--- config.mk ---
export PLATFORM = sky130hd
export DESIGN_NAME = mem_port_arbiter
export DESIGN_NICKNAME = d
export VERILOG_FILES = /design/src/rtl/mem_port_arbiter.sv
export SDC_FILE = /design/constraint.sdc
export NUM_CORES = 1
export LEC_CHECK = 0
export ABC_AREA = 0
export CELL_PAD_IN_SITES_DETAIL_PLACEMENT = 1
export CELL_PAD_IN_SITES_GLOBAL_PLACEMENT = 2
export CORE_ASPECT_RATIO = 0.8
export CORE_MARGIN = 4
export CORE_UTILIZATION = 10
export CTS_CLUSTER_SIZE = 10
export DETAILED_ROUTE_END_ITERATION = 6
export PLACE_DENSITY = 0.95
export SYNTH_ARGS = -nofsm -noshare
export SYNTH_HDL_FRONTEND = slang
export SYNTH_SLANG_ARGS = --single-unit
--- constraint.sdc ---
create_clock -name clk -period 2.26 [get_ports clk]
set_input_delay 0.339 -clock clk [delete_from_list [all_inputs] [get_ports clk]]
set_output_delay 0.339 -clock clk [all_outputs]
set_load 0.05 [all_outputs]
--- src/rtl/mem_port_arbiter.sv ---
// Shares one memory port between fetch (port 0) and data (port 1).
// Define MEM_PORT_ARB_RR_EN for round-robin idle arbitration.
module mem_port_arbiter #(
   parameter int ADDR_WIDTH      = 32,
   parameter int DATA_WIDTH      = 32,
   parameter int MAX_OUTSTANDING = 2
) (
   input  logic                  clk,
   input  logic                  reset,
   input  logic                  m0_req,
   input  logic [ADDR_WIDTH-1:0] m0_addr,
   input  logic                  m0_we,
   input  logic [3:0]            m0_be,
   input  logic [DATA_WIDTH-1:0] m0_wdata,
   input  logic                  m0_lock,
   output logic                  m0_gnt,
   output logic                  m0_rvalid,
   output logic [DATA_WIDTH-1:0] m0_rdata,
   input  logic                  m1_req,
   input  logic [ADDR_WIDTH-1:0] m1_addr,
   input  logic                  m1_we,
   input  logic [3:0]            m1_be,
   input  logic [DATA_WIDTH-1:0] m1_wdata,
   input  logic                  m1_lock,
   output logic                  m1_gnt,
   output logic                  m1_rvalid,
   output logic [DATA_WIDTH-1:0] m1_rdata,
   output logic                  mem_req,
   output logic [ADDR_WIDTH-1:0] mem_addr,
   output logic                  mem_we,
   output logic [3:0]            mem_be,
   output logic [DATA_WIDTH-1:0] mem_wdata,
   input  logic                  mem_gnt,
   input  logic                  mem_rvalid,
   input  logic [DATA_WIDTH-1:0] mem_rdata,
   output logic                  err
);

   localparam int PW = (MAX_OUTSTANDING > 1) ? $clog2(MAX_OUTSTANDING) : 1;
   localparam int CW = $clog2(MAX_OUTSTANDING + 1);
   localparam logic [PW-1:0] LAST = PW'(MAX_OUTSTANDING - 1);
   localparam logic [CW-1:0] FULL = CW'(MAX_OUTSTANDING);

   typedef enum logic [1:0] {IDLE, LOCK0, LOCK1} state_t;

   state_t                     state, state_nxt;
   logic [MAX_OUTSTANDING-1:0] id_mem;
   logic [PW-1:0]              wr_ptr, rd_ptr;
   logic [CW-1:0]              count;
   logic                       sel, sel_req, sel_lock;
   logic                       accept, pop, head;

`ifdef MEM_PORT_ARB_RR_EN
   logic rr_ptr, rr_nxt;
`endif

   always_comb begin
      sel = 1'b0;
      unique case (state)
         LOCK0: sel = 1'b0;
         LOCK1: sel = 1'b1;
         default: begin
`ifdef MEM_PORT_ARB_RR_EN
            if (m0_req && m1_req) sel = rr_ptr;
            else                  sel = m1_req;
`else
            sel = m1_req;
`endif
         end
      endcase
   end

   assign sel_req   = sel ? m1_req   : m0_req;
   assign sel_lock  = sel ? m1_lock  : m0_lock;
   assign mem_addr  = sel ? m1_addr  : m0_addr;
   assign mem_we    = sel ? m1_we    : m0_we;
   assign mem_be    = sel ? m1_be    : m0_be;
   assign mem_wdata = sel ? m1_wdata : m0_wdata;

   // Full blocks issue on the registered count, so a same-cycle pop
   // only frees a slot from the next cycle on.
   assign mem_req = sel_req && (count < FULL);
   assign accept  = mem_req && mem_gnt;
   assign m0_gnt  = accept && !sel;
   assign m1_gnt  = accept && sel;

   assign pop       = mem_rvalid && (count != '0);
   assign head      = id_mem[rd_ptr];
   assign m0_rvalid = pop && !head;
   assign m1_rvalid = pop && head;
   assign m0_rdata  = mem_rdata;
   assign m1_rdata  = mem_rdata;

   always_comb begin
      state_nxt = state;
      unique case (state)
         IDLE:
            if (accept && sel_lock) state_nxt = sel ? LOCK1 : LOCK0;
         LOCK0, LOCK1:
            if (accept && !sel_lock) state_nxt = IDLE;
         default: state_nxt = IDLE;
      endcase
   end

`ifdef MEM_PORT_ARB_RR_EN
   always_comb begin
      rr_nxt = rr_ptr;
      if (accept) rr_nxt = (state == IDLE) ? ~rr_ptr : ~sel;
   end

   always_ff @(posedge clk) begin
      if (reset) rr_ptr <= 1'b0;
      else       rr_ptr <= rr_nxt;
   end
`endif

   always_ff @(posedge clk) begin
      if (reset) begin
         state  <= IDLE;
         id_mem <= '0;
         wr_ptr <= '0;
         rd_ptr <= '0;
         count  <= '0;
         err    <= 1'b0;
      end else begin
         state <= state_nxt;
         if (accept) begin
            id_mem[wr_ptr] <= sel;
            wr_ptr <= (wr_ptr == LAST) ? '0 : wr_ptr + 1'b1;
         end
         if (pop)
            rd_ptr <= (rd_ptr == LAST) ? '0 : rd_ptr + 1'b1;
         if (accept && !pop)
            count <= count + 1'b1;
         else if (pop && !accept)
            count <= count - 1'b1;
         if (mem_rvalid && (count == '0))
            err <= 1'b1;
      end
   end

endmodule
==> impl_metrics.py <==
metrics = {
    "outcome": {
        "outcome": "finished, violations left",
        "violations": "setup timing",
    },
    "power": {
        "combPwrFrac_pct": 82.9,
        "p_per_area_nw_per_um2": 642,
        "p_int_mw": 1.82,
        "total_leakage_power_nw": 2.15,
        "switchingPower_mw": 1.45,
        "power.share.clock_pct": 9.7,
        "seqPwrFrac_pct": 7.4,
        "ir_drop_mv": 0.227,
        "switching_share_pct": 44.3,
    },
    "cells_and_area": {
        "layout-drive-gt1-share_pct": 52.1,
        "n_antenna_cell": 0,
        "final_common_cell": "clkdlybuf4s50_1",
        "syn_to_final_growth_pct": 176,
        "nets": 570,
        "stdcell_area_sq_um": 5090,
        "fillers": 1997,
        "final_cell_mix": "clkdlybuf4s50_1, mux2_4, buf_8, buf_6, buf_12",
    },
    "hold_path": {
        "hold_class": "register to register",
    },
    "detailed_routing": {
        "wl_per_cell_um": 20.1,
        "first_pass_iters": 3,
        "vias_per_cell": 3.59,
        "routed_wl_um": 12400,
        "drtIter0Drc": 42,
        "remaining_drc_errors": 0,
        "vias": 2219,
        "ant_nets": 0,
    },
    "yosys": {
        "syn_area_sq_um": 1850,
        "yosysTopAreaCellShare_pct": 42.7,
        "ys_seq_area_share_pct": 9.76,
        "ys_ff_latch": 9,
        "syn_area_per_cell_sq_um": 9.09,
        "synth_area_leaders": "mux2_2, buf_4, dfxtp_1",
        "post-synth-top-area-cell": "mux2_2",
        "syn_inst": 203,
        "yosysUniqueCellTypes": 26,
        "ys_warn_count": 0,
        "syn_nets": 384,
    },
    "sta": {
        "finalSetupTns_ns": -9.76,
        "rsz0062_at_grt": "true",
        "slew_headroom_pct": 42.9,
        "worst_slack_ns": -0.164,
        "finalHoldViolCount": 0,
        "finalCriticalPeriod_ns": 2.42,
        "final.period_utilization_pct": 107,
        "finClkSkew_ns": 0.00239,
        "max_slew.worst_pin.slew_ns": 0.848,
        "slew_violations": 0,
        "max_freq_mhz": 413,
        "setup_violations": 74,
    },
    "clock_tree": {
        "clkTransAtPathRegs_ns": 0.04,
        "cts_tree": "built",
        "clockBufferDepth": 2,
        "cts_sinks": 9,
        "cts_max_level": 1,
        "cts_root_buffer": "clkbuf_16",
        "cts_hold_buf": 0,
        "insertion_delay_ns": 0.24,
        "cts_buffers": 3,
    },
    "worst_setup_path": {
        "worstPathRequired_ns": 1.92,
        "critPathSlowestCell": "dfxtp_2",
        "arrival_ns": 2.08,
        "path_max_fanout": 5,
        "end_kind": "primary output",
        "path_cells": "inv_2 > ha_4 > mux2i_4 > buf_6 > buf_12 > buf_16 > mux2_4 > buf_8",
        "worstSetupPathType": "register to primary output",
        "slowest_delay_ns": 0.34,
        "critical_path.startpoint_type": "register",
    },
    "floorplanning": {
        "initial_core_util_pct": 10.2,
        "core_sq_um": 18100,
        "ios": 317,
        "dieArea_sq_um": 20700,
        "rows": 44,
        "die_y_um": 130,
        "die_w_um": 160,
    },
    "placed_design": {
        "place_area_sq_um": 3930,
        "place.gp.congestion": 0.729,
        "port_buffers": 220,
        "dpl.hpwl_um": 8870,
    },
    "global_routing": {
        "grt_pass1_wl_um": 16900,
        "grt-ovfl-total": 0,
        "grt_pass1_vias": 2570,
        "grt.total_usage_pct": 10.8,
        "use_met2_pct": 20.0,
        "grtUsageMet3_pct": 3.40,
        "grt_max_degree": 20,
        "met1_usage_pct": 11.4,
        "antenna_found_initial": 0,
        "busiest_layer": "met2",
    },
    "job": {
        "drv_cap": 0,
    },
}
[layout make-up]
class,instances,area [sq um],area share (%)
clock buffers,4,78.8,1.55
inverters,3,11.3,0.221
multi-input cells,117,1460,28.6
flip-flops and latches,9,183,3.59
well taps,230,288,5.66
repair buffers,255,3070,60.4
[power groups by stage]
stage / registers (mW) / clock network (mW) / logic [mW]
after global placement: 0.233 / 0 / 1.97
after global routing: 0.247 / 0.332 / 2.82
after CTS: 0.240 / 0.320 / 2.67
after detailed placement: 0.239 / 0 / 2.01
after floorplan: 0.246 / 0 / 1.46
final: 0.242 / 0.317 / 2.71
[synth_stat cells]
cell      instances
mux2_2           70
a21oi_1           4
or3_1             1
a311oi_1          2
buf_2             9
o311ai_0          4
or3b_1            1
nor2b_1           1
nor3b_1           2
ha_1              3
a31oi_1           4
and3b_1           1
nor3_1            2
a21o_2            1
xor2_1            3
o21ai_0           3
dfxtp_1           9
and3_1            1
nor2_1            6
mux2i_1           3
nand4_1           2
nand3_1           1
inv_1             3
buf_4            65
and3b_2           1
nand2b_1          1
[cell families after synthesis]
| family | count (synthesis) | synth area share, % |
|---|---|---|
| XOR/XNOR | 3 | 1.42 |
| multiplexers | 73 | 44.3 |
| flip-flops | 9 | 9.76 |
| AND/OR/NAND/NOR | 20 | 6.37 |
| AO/OA/AOI/OAI | 18 | 6.58 |
| buffers and inverters | 77 | 29.5 |
| adder cells (fa/ha/maj) | 3 | 2.03 |
[worst paths after layout]
path              startpoint            end  slack (ns)  depth (start not counted)
setup / recovery    state[0]  mem_wdata[24]       -0.16                          8
hold / removal           err            err        0.51                          2
setup reg to reg    state[0]       state[1]       -0.05                         10
hold reg to reg          err            err        0.51                          2
[state kept, by name (all words and copies together) (netlist names)]
signal  flops
count       2
id_mem      2
state       2
err         1
rd_ptr      1
wr_ptr      1
[layer usage]
metal	wire length [um]	share of wire, %
met5	0	0
met4	467	3.8
met3	873	7.0
met2	6900	55
met1	4190	34
[repair_timing]
item | 4_1_cts | 5_1_grt
resized for setup | 179 | 10
buffers inserted | 11 | 2
endpoints found under the setup margin | 74 | 76
pin swaps | 8 | 5
gates cloned | 8 | 1
[worst max-delay path, delay by kind of cell (launching register included)]
kind	cells	cell delay [ns]
buffers and inverters	5	0.62
adders and majority gates	1	0.29
muxes	2	0.58
DFF	1	0.34
[through the flow]
stage / worst slack (ns) / total power, mW / hold WS (ns) / utilization [%] / std cells
floorplan: -0.0716 / 1.70 / 0.462 / - / 203
global placement: -0.0924 / 2.20 / 0.449 / 21.7 / 592
detailed placement: -0.158 / 2.25 / 0.514 / 21.7 / 592
CTS: -0.158 / 3.23 / 0.526 / 27.6 / 615
global route: -0.215 / 3.40 / 0.552 / 28.1 / 618
finish: -0.164 / 3.26 / 0.513 / 28.1 / 618
(Power assumes the default switching activity.)
